**src/rtl/uop_pkg.sv**
```systemverilog
// ============================================================================
//  Module   : uop_pkg
//  Purpose  : Shared types for the uop sequencer: slot layout, slot width
//             helper and sequencer state encoding.
//  Revision : 1.0 - initial release
// ============================================================================
`default_nettype none

package uop_pkg;

  localparam int UOP_INSTR_WIDTH = 32;
  localparam int UOP_TAG_BITS    = 2;

  // One issue slot as stored in the uop ROM; valid sits at bit 0.
  typedef struct packed {
    logic [UOP_INSTR_WIDTH-1:0] instr;
    logic [UOP_TAG_BITS-1:0]    tag;
    logic                       flag;
    logic                       valid;
  } uop_slot_t;

  // Width of one slot for an arbitrary instruction/tag size.
  function automatic int slot_width(input int instr_width, input int tag_bits);
    return instr_width + tag_bits + 2;
  endfunction

  localparam int SLOT_WIDTH = slot_width(UOP_INSTR_WIDTH, UOP_TAG_BITS);

  typedef enum logic [1:0] {
    IDLE  = 2'd0,
    RUN   = 2'd1,
    DRAIN = 2'd2
  } seq_state_e;

endpackage

`default_nettype wire

```
**src/rtl/uop_sequencer_if.sv**
```systemverilog
// ============================================================================
//  Module   : uop_sequencer_if
//  Purpose  : Issue bus from the uop sequencer to the rename stage. One
//             bundle of ISSUE_WIDTH slots per handshake, slot 0 in the MSBs.
//  Revision : 1.0 - initial release
// ============================================================================
`default_nettype none

interface uop_sequencer_if #(
  parameter int ISSUE_WIDTH = 2,
  parameter int INSTR_WIDTH = 32,
  parameter int TAG_BITS    = 2
);

  logic [ISSUE_WIDTH-1:0]             out_valid;
  logic [ISSUE_WIDTH*INSTR_WIDTH-1:0] out_instr;
  logic [ISSUE_WIDTH*TAG_BITS-1:0]    out_tag;
  logic [ISSUE_WIDTH-1:0]             out_flag;
  logic                               out_ready;

  modport master (
    output out_valid,
    output out_instr,
    output out_tag,
    output out_flag,
    input  out_ready
  );

  modport slave (
    input  out_valid,
    input  out_instr,
    input  out_tag,
    input  out_flag,
    output out_ready
  );

endinterface

`default_nettype wire

```
**src/rtl/uop_slot_decode.sv**
```systemverilog
// ============================================================================
//  Module   : uop_slot_decode
//  Purpose  : Per-bundle END detection. Finds the first END slot with a
//             prefix-OR, masks it and every later slot out of the valid
//             vector, and reports whether any END was present.
//             Vectors here are slot-indexed: bit i belongs to slot i.
//  Revision : 1.0 - initial release
// ============================================================================
`default_nettype none

module uop_slot_decode
  import uop_pkg::*;
#(
  parameter  int ISSUE_WIDTH = 2,
  parameter  int INSTR_WIDTH = 32,
  parameter  int TAG_BITS    = 2,
  localparam int SW          = slot_width(INSTR_WIDTH, TAG_BITS),
  localparam int BW          = ISSUE_WIDTH * SW
) (
  input  logic [BW-1:0]          uop,
  output logic                   end_hit,
  output logic [ISSUE_WIDTH-1:0] valid_mask,
  output logic [ISSUE_WIDTH-1:0] end_onehot
);

  logic [ISSUE_WIDTH-1:0] w_valid;
  logic [ISSUE_WIDTH-1:0] w_is_end;

  for (genvar g = 0; g < ISSUE_WIDTH; g++) begin : g_slot
    localparam int HI = BW - 1 - g * SW;
    assign w_valid[g]  = uop[HI-SW+1];
    assign w_is_end[g] = uop[HI-SW+1] && (uop[HI -: INSTR_WIDTH] == '0);
  end

  // Prefix-OR over slot order: the END slot and everything after it is dropped.
  always_comb begin
    logic acc;
    acc        = 1'b0;
    valid_mask = '0;
    end_onehot = '0;
    for (int i = 0; i < ISSUE_WIDTH; i++) begin
      end_onehot[i] = w_is_end[i] & ~acc;
      acc           = acc | w_is_end[i];
      valid_mask[i] = w_valid[i] & ~acc;
    end
    end_hit = acc;
  end

endmodule

`default_nettype wire

```
**src/rtl/uop_sequencer.sv**
```systemverilog
// ============================================================================
//  Module   : uop_sequencer
//  Purpose  : Multi-issue microcode sequencer. Walks the uop ROM from
//             start_addr, issuing one masked bundle per handshake until the
//             first END slot, then pulses done.
//             Optional feature macro: UOP_LOOP_EN (adds start_repeat and
//             re-runs the routine that many extra passes).
//  Revision : 1.0 - initial release
// ============================================================================
`default_nettype none

module uop_sequencer
  import uop_pkg::*;
#(
  parameter  int UOP_BUF_SIZE = 128,
  parameter  int ISSUE_WIDTH  = 2,
  parameter  int INSTR_WIDTH  = 32,
  parameter  int TAG_BITS     = 2,
  parameter  int REP_BITS     = 4,
  localparam int ADDR_W       = $clog2(UOP_BUF_SIZE),
  localparam int SW           = slot_width(INSTR_WIDTH, TAG_BITS),
  localparam int BW           = ISSUE_WIDTH * SW
) (
  input  logic                 clk,
  input  logic                 reset,
  input  logic                 start,
  input  logic [ADDR_W-1:0]    start_addr,
`ifdef UOP_LOOP_EN
  input  logic [REP_BITS-1:0]  start_repeat,
`endif
  input  logic                 flush,
  output logic [ADDR_W-1:0]    uop_addr,
  input  logic [BW-1:0]        uop,
  uop_sequencer_if.master      out_bus,
  output logic                 busy,
  output logic                 done
);

  localparam logic [ISSUE_WIDTH-1:0] C_SLOT0 = ISSUE_WIDTH'(1);

  seq_state_e                       r_state;
  logic [ADDR_W-1:0]                r_addr;
  logic [ADDR_W-1:0]                r_base;
  logic [REP_BITS-1:0]              r_rep;
  logic [ISSUE_WIDTH-1:0]           r_valid;
  logic [ISSUE_WIDTH*INSTR_WIDTH-1:0] r_instr;
  logic [ISSUE_WIDTH*TAG_BITS-1:0]  r_tag;
  logic [ISSUE_WIDTH-1:0]           r_flag;
  logic                             r_done;

  logic                             w_end_hit;
  logic [ISSUE_WIDTH-1:0]           w_slot_valid;
  logic [ISSUE_WIDTH-1:0]           w_end_onehot;
  logic                             w_end_first;
  logic [ISSUE_WIDTH-1:0]           w_ld_valid;
  logic [ISSUE_WIDTH*INSTR_WIDTH-1:0] w_ld_instr;
  logic [ISSUE_WIDTH*TAG_BITS-1:0]  w_ld_tag;
  logic [ISSUE_WIDTH-1:0]           w_ld_flag;
  logic                             w_load;
  logic [REP_BITS-1:0]              w_start_rep;

`ifdef UOP_LOOP_EN
  assign w_start_rep = start_repeat;
`else
  // Single pass: the repeat counter stays at zero and folds away.
  assign w_start_rep = '0;
`endif

  uop_slot_decode #(
    .ISSUE_WIDTH (ISSUE_WIDTH),
    .INSTR_WIDTH (INSTR_WIDTH),
    .TAG_BITS    (TAG_BITS)
  ) u_decode (
    .uop        (uop),
    .end_hit    (w_end_hit),
    .valid_mask (w_slot_valid),
    .end_onehot (w_end_onehot)
  );

  // Repack ROM slots into output order (slot 0 at the top of each field).
  for (genvar g = 0; g < ISSUE_WIDTH; g++) begin : g_slot
    localparam int HI = BW - 1 - g * SW;
    localparam int P  = ISSUE_WIDTH - 1 - g;
    assign w_ld_instr[P*INSTR_WIDTH +: INSTR_WIDTH] = uop[HI -: INSTR_WIDTH];
    assign w_ld_tag[P*TAG_BITS +: TAG_BITS]         = uop[HI-INSTR_WIDTH -: TAG_BITS];
    assign w_ld_flag[P]                             = uop[HI-INSTR_WIDTH-TAG_BITS];
    assign w_ld_valid[P]                            = w_slot_valid[g];
  end

  // END in slot 0 means the bundle being loaded carries nothing to issue.
  assign w_end_first = |(w_end_onehot & C_SLOT0);

  // Output register may take a new bundle when empty or being consumed.
  assign w_load = ~(|r_valid) | out_bus.out_ready;

  // Sequencer FSM with the output register, address and repeat counter.
  always_ff @(posedge clk or negedge reset) begin
    if (!reset) begin
      r_state <= IDLE;
      r_addr  <= '0;
      r_base  <= '0;
      r_rep   <= '0;
      r_valid <= '0;
      r_instr <= '0;
      r_tag   <= '0;
      r_flag  <= '0;
      r_done  <= 1'b0;
    end else begin
      r_done <= 1'b0;
      if (flush) begin
        r_state <= IDLE;
        r_valid <= '0;
      end else begin
        case (r_state)
          IDLE: begin
            if (start) begin
              r_addr  <= start_addr;
              r_base  <= start_addr;
              r_rep   <= w_start_rep;
              r_state <= RUN;
            end
          end
          RUN: begin
            if (w_load) begin
              r_valid <= w_ld_valid;
              r_instr <= w_ld_instr;
              r_tag   <= w_ld_tag;
              r_flag  <= w_ld_flag;
              if (w_end_hit && (r_rep != '0)) begin
                r_rep  <= r_rep - 1'b1;
                r_addr <= r_base;
              end else begin
                r_addr <= r_addr + 1'b1;
                if (w_end_hit) begin
                  if (w_end_first) begin
                    r_state <= IDLE;
                    r_done  <= 1'b1;
                  end else begin
                    r_state <= DRAIN;
                  end
                end
              end
            end
          end
          DRAIN: begin
            if (w_load) begin
              r_state <= IDLE;
              r_done  <= 1'b1;
              r_valid <= '0;
            end
          end
          default: r_state <= IDLE;
        endcase
      end
    end
  end

  assign uop_addr          = r_addr;
  assign busy              = (r_state != IDLE);
  assign done              = r_done;
  assign out_bus.out_valid = r_valid;
  assign out_bus.out_instr = r_instr;
  assign out_bus.out_tag   = r_tag;
  assign out_bus.out_flag  = r_flag;

endmodule

`default_nettype wire
```
**src/flat_wrapper.sv**
```systemverilog
// flat-port wrapper written by rule: the top's interface ports become plain ports
module uop_sequencer_flat import uop_pkg::*;
#(
  parameter  int UOP_BUF_SIZE = 128,
  parameter  int ISSUE_WIDTH  = 2,
  parameter  int INSTR_WIDTH  = 32,
  parameter  int TAG_BITS     = 2,
  parameter  int REP_BITS     = 4,
  localparam int ADDR_W       = $clog2(UOP_BUF_SIZE),
  localparam int SW           = slot_width(INSTR_WIDTH, TAG_BITS),
  localparam int BW           = ISSUE_WIDTH * SW
)
  (clk, reset, start, start_addr, flush, uop_addr, uop, busy, done, out_bus_out_valid, out_bus_out_instr, out_bus_out_tag, out_bus_out_flag, out_bus_out_ready);
  uop_sequencer_if #(.ISSUE_WIDTH(ISSUE_WIDTH), .INSTR_WIDTH(INSTR_WIDTH), .TAG_BITS(TAG_BITS)) out_bus_i ();
  input  logic clk;
  input  logic reset;
  input  logic start;
  input  logic [ADDR_W-1:0] start_addr;
  input  logic flush;
  output logic [ADDR_W-1:0] uop_addr;
  input  logic [BW-1:0] uop;
  output logic busy;
  output logic done;
  output wire logic [$bits(out_bus_i.out_valid)-1:0] out_bus_out_valid;
  output wire logic [$bits(out_bus_i.out_instr)-1:0] out_bus_out_instr;
  output wire logic [$bits(out_bus_i.out_tag)-1:0] out_bus_out_tag;
  output wire logic [$bits(out_bus_i.out_flag)-1:0] out_bus_out_flag;
  input wire logic [$bits(out_bus_i.out_ready)-1:0] out_bus_out_ready;
  assign out_bus_out_valid = out_bus_i.out_valid;
  assign out_bus_out_instr = out_bus_i.out_instr;
  assign out_bus_out_tag = out_bus_i.out_tag;
  assign out_bus_out_flag = out_bus_i.out_flag;
  assign out_bus_i.out_ready = out_bus_out_ready;
  uop_sequencer #(.UOP_BUF_SIZE(UOP_BUF_SIZE), .ISSUE_WIDTH(ISSUE_WIDTH), .INSTR_WIDTH(INSTR_WIDTH), .TAG_BITS(TAG_BITS), .REP_BITS(REP_BITS)) u_core (.clk(clk), .reset(reset), .start(start), .start_addr(start_addr), .flush(flush), .uop_addr(uop_addr), .uop(uop), .out_bus(out_bus_i), .busy(busy), .done(done));
endmodule
```
**config.mk**
```make
export PLATFORM = sky130hd
export DESIGN_NAME = uop_sequencer_flat
export DESIGN_NICKNAME = d
export VERILOG_FILES = /design/src/rtl/uop_pkg.sv /design/src/rtl/uop_sequencer_if.sv /design/src/rtl/uop_slot_decode.sv /design/src/rtl/uop_sequencer.sv /design/src/flat_wrapper.sv
export SDC_FILE = /design/constraint.sdc
export NUM_CORES = 1
export LEC_CHECK = 0
export ABC_CLOCK_PERIOD_IN_PS = 2700
export BUFFER_PORTS_ARGS = -buffer_cell sky130_fd_sc_hd__buf_2
export CAP_MARGIN = 20
export CORE_MARGIN = 3
export CORE_UTILIZATION = 41
export DETAILED_ROUTE_END_ITERATION = 16
export PLACE_DENSITY = 0.75
export SYNTH_ARGS = -nofsm -noshare
export SYNTH_HDL_FRONTEND = slang
export SYNTH_SLANG_ARGS = --single-unit
```
**constraint.sdc**
```tcl
create_clock -name clk -period 2.7 [get_ports clk]
set_input_delay 0.135 -clock clk [delete_from_list [all_inputs] [get_ports clk]]
set_output_delay 0.135 -clock clk [all_outputs]
set_load 0.02 [all_outputs]
```
==> metrics.csv <==
metric;value;unit
status;complete, no violations;
dieArea;0.0117;sq mm
htree_levels;3;
syn_nets;439;
fin_cells;695;
slew_headroom;0.521;
via_count;3640;
drtIter0Drc;159;
setup_ws;0.334;ns
crit_chain;inv_1 -> ha_1 -> nor2b_1 -> a2111oi_4 -> buf_4 -> o21ai_1 -> or4_1 -> o211ai_1;
fmax;423;MHz
worst_pin_slew;0.718;ns
async_flop_share;1.00;
grt_pass1_wl;18700;microns
synth-edff-count;0;
holdWs;0.0187;ns
startpoint;u_core.r_state[0];
min_from;uop[19];
clock_latency;0.37;ns
synth.area.mux_share;0.188;
grt-ovfl-total;0;
pwr-share-comb;0.476;
critPathLaunchType;flip-flop;
root_buffer;clkbuf_8;
io-pin-count;165;
first_pass_iters;4;
numPortBuffers;164;
fin_crit_sh;0.876;
skew;0.00981;ns
cp.arrival;2.65;ns
slowest_stage;or4_1;
grt_usage;0.204;
finalHoldViolCount;0;
cap_viol_max_count;0;
p_sw_frac;0.409;
r2r-start;u_core.r_state[0];
tns;0;ns
wl;11700;microns
dp_hpwl;8180;microns
final_nets;647;
die-height;108;microns
synth_top_family_by_area;multiplexers;
grt_max_degree;54;
drv_slew;0;
ant_nets;0;
coreArea;0.00995;sq mm
synth-simple-area-share;0.114;
routedWlPerCell;16.8;microns
layout-drive-gt1-share;0.470;
syn_to_final_growth;38.4;%
p_leak;0.00279;uW
place_congestion;0.872;
synth_ff_type;dfrtp_1;
power_density;1080;mW/mm^2
synthAdderAreaFrac;0.0147;
clock_power_share;0.141;
synthCells;350;
drc;0;
fill_cells;835;
setup_viol;0;
p_int;3780;uW
final_cell_area;0.00590;sq mm
path_class;flip-flop to flip-flop;
n_antenna_cell;0;
postCtsSetupBuffers;0;
cts_sinks;93;
dp.cells;635;
synth_xor_xnor_area_share;0.0103;
slowest_delay;0.53;ns
period_minus_slack;2.37;ns
power_switching;2610;uW
cts_buffers;9;
yosysWarnings;0;
dp_slack;0.358;ns
ys_types;46;
row_count;36;
synth_compound_area_frac;0.0931;
synth_seq_cells;93;
grt_pass1_vias;3843;
cp-end-kind;flip-flop;
rsz0062_at_grt;false;
min_path_type;input port to flip-flop;
syn_area_per_cell;12.2;sq um
yosysSeqAreaShare;0.546;
cts_tree;built;
vdd_drop_max;574;uV
path_clk_slew;0.09;ns
antenna_found_initial;0;
fp.dieW;108;microns
routed_via_density;5.24;
placed_cell_area;0.00527;sq mm
critPathMaxFanout;27;
synth_area;0.00426;sq mm
clockBufferDepth;2;
worst_ep_required_time;2.98;ns
initial_core_util;0.428;
seq_power_share;0.382;
==> sequential cells by signal (all words and copies together), names as in the netlist <==
signal                    flops
u_core.done                   1
u_core.uop_addr               7
u_core.out_bus.out_flag       2
u_core.r_base                 7
u_core.out_bus.out_instr     64
u_core.out_bus.out_valid      2
u_core.out_bus.out_tag        4
u_core.r_rep                  4
u_core.r_state                2
==> per-layer routing <==
layer / wire, microns / global-route usage
met1: 4670 / 0.238
met2: 6110 / 0.358
met3: 618 / 0.0555
met4: 308 / 0.0794
met5: 0 / 0
==> worst max-delay path: cells and delay by family (launching register included) <==
family          cells  cell delay (ns)
simple gates        2             0.73
compound gates      3             0.49
flops               1             0.40
buf+inv             2             0.40
fa+ha+maj           1             0.27
==> cell usage after synthesis (2+ instances only) <==
| library cell | instances | area [sq um] |
|---|---|---|
| clkbuf_1 | 12 | 45.0 |
| xnor2_1 | 3 | 26.3 |
| xor2_1 | 2 | 17.5 |
| nor2_1 | 9 | 33.8 |
| mux2_2 | 71 | 800 |
| nor2b_1 | 2 | 12.5 |
| a21oi_1 | 4 | 20.0 |
| o211a_1 | 3 | 30.0 |
| or4_1 | 7 | 52.6 |
| o21ai_1 | 2 | 10.0 |
| o31a_1 | 2 | 17.5 |
| buf_2 | 7 | 35.0 |
| and3_1 | 6 | 37.5 |
| nand3_1 | 10 | 50.1 |
| dfrtp_1 | 93 | 2330 |
| nand4_1 | 4 | 25.0 |
| or2_2 | 2 | 12.5 |
| ha_1 | 5 | 62.6 |
| nand3b_1 | 3 | 22.5 |
| o2111ai_1 | 4 | 35.0 |
| nor4_1 | 17 | 106 |
| o211ai_1 | 7 | 52.6 |
| nor3_1 | 5 | 25.0 |
| nand2_1 | 15 | 56.3 |
| a221oi_1 | 2 | 17.5 |
| inv_1 | 16 | 60.1 |
| o21ai_0 | 18 | 90.1 |
==> cells by family after synthesis <==
logic type / count (synthesis)
adder cells (fa/ha/maj): 5
XOR/XNOR: 5
flip-flops: 93
AND/OR/NAND/NOR: 86
AO/OA/AOI/OAI: 54
buffers and inverters: 36
multiplexers: 71
==> stage by stage <==
stage | power, uW | utilization
2_1_floorplan | 4370 | -
3_3_place_gp | 5310 | 0.529
3_5_place_dp | 5450 | 0.529
4_1_cts | 6420 | 0.589
5_1_grt | 6780 | 0.592
6_report | 6390 | 0.592
==> final cells by class <==
class | count | area [sq um] | share of cell area
multi-input cells | 221 | 1800 | 0.306
repair buffers | 217 | 1360 | 0.230
clock inverters | 4 | 50.0 | 0.00849
inverters | 16 | 60.1 | 0.0102
well taps | 133 | 166 | 0.0282
flip-flops and latches | 93 | 2330 | 0.395
clock buffers | 11 | 131 | 0.0223
==> power groups by stage <==
| stage | Clock [uW] | Sequential (uW) | Combinational, uW |
|---|---|---|---|
| after floorplan | 0 | 3150 | 1220 |
| after global placement | 0 | 2400 | 2910 |
| after detailed placement | 0 | 2450 | 3000 |
| after CTS | 933 | 2430 | 3050 |
| after global routing | 980 | 2520 | 3280 |
| final | 903 | 2440 | 3040 |
==> what timing repair did <==
action,CTS,global route
hold buffers,42,3
endpoints found under the hold margin,93,3
resized for setup,0,0
==> cell usage in the layout (no fill, tap or decap), types with 3 or more instances in the layout <==
master         count
dlygate4sd3_1     45
or4_1              7
o2111ai_1          4
nor2_1             9
inv_1             16
xnor2_1            3
dfrtp_1           93
nand4_1            4
clkbuf_8           9
and3_1             6
o211a_1            3
nand3b_1           3
nand3_1           10
ha_1               5
nor3_1             5
buf_4              7
a21oi_1            4
buf_2            163
o211ai_1           7
mux2_2            71
nand2_1           14
nor4_1            15
o21ai_0           18
==> path summary, 6_finish.rpt <==
kind / to / slack (ns) / depth (start not counted)
worst min-delay path: u_core.out_bus.out_instr[15] / 0.02 / 2
worst max-delay path: u_core.uop_addr[6] / 0.33 / 8
worst min register to register: u_core.r_base[2] / 0.50 / 2
max in group asynchronous: u_core.out_bus.out_instr[13] / 1.63 / 3
worst max register to register: u_core.uop_addr[6] / 0.33 / 8
min in group asynchronous: u_core.out_bus.out_instr[51] / 0.38 / 2
Power figures use the tool's default switching activity.
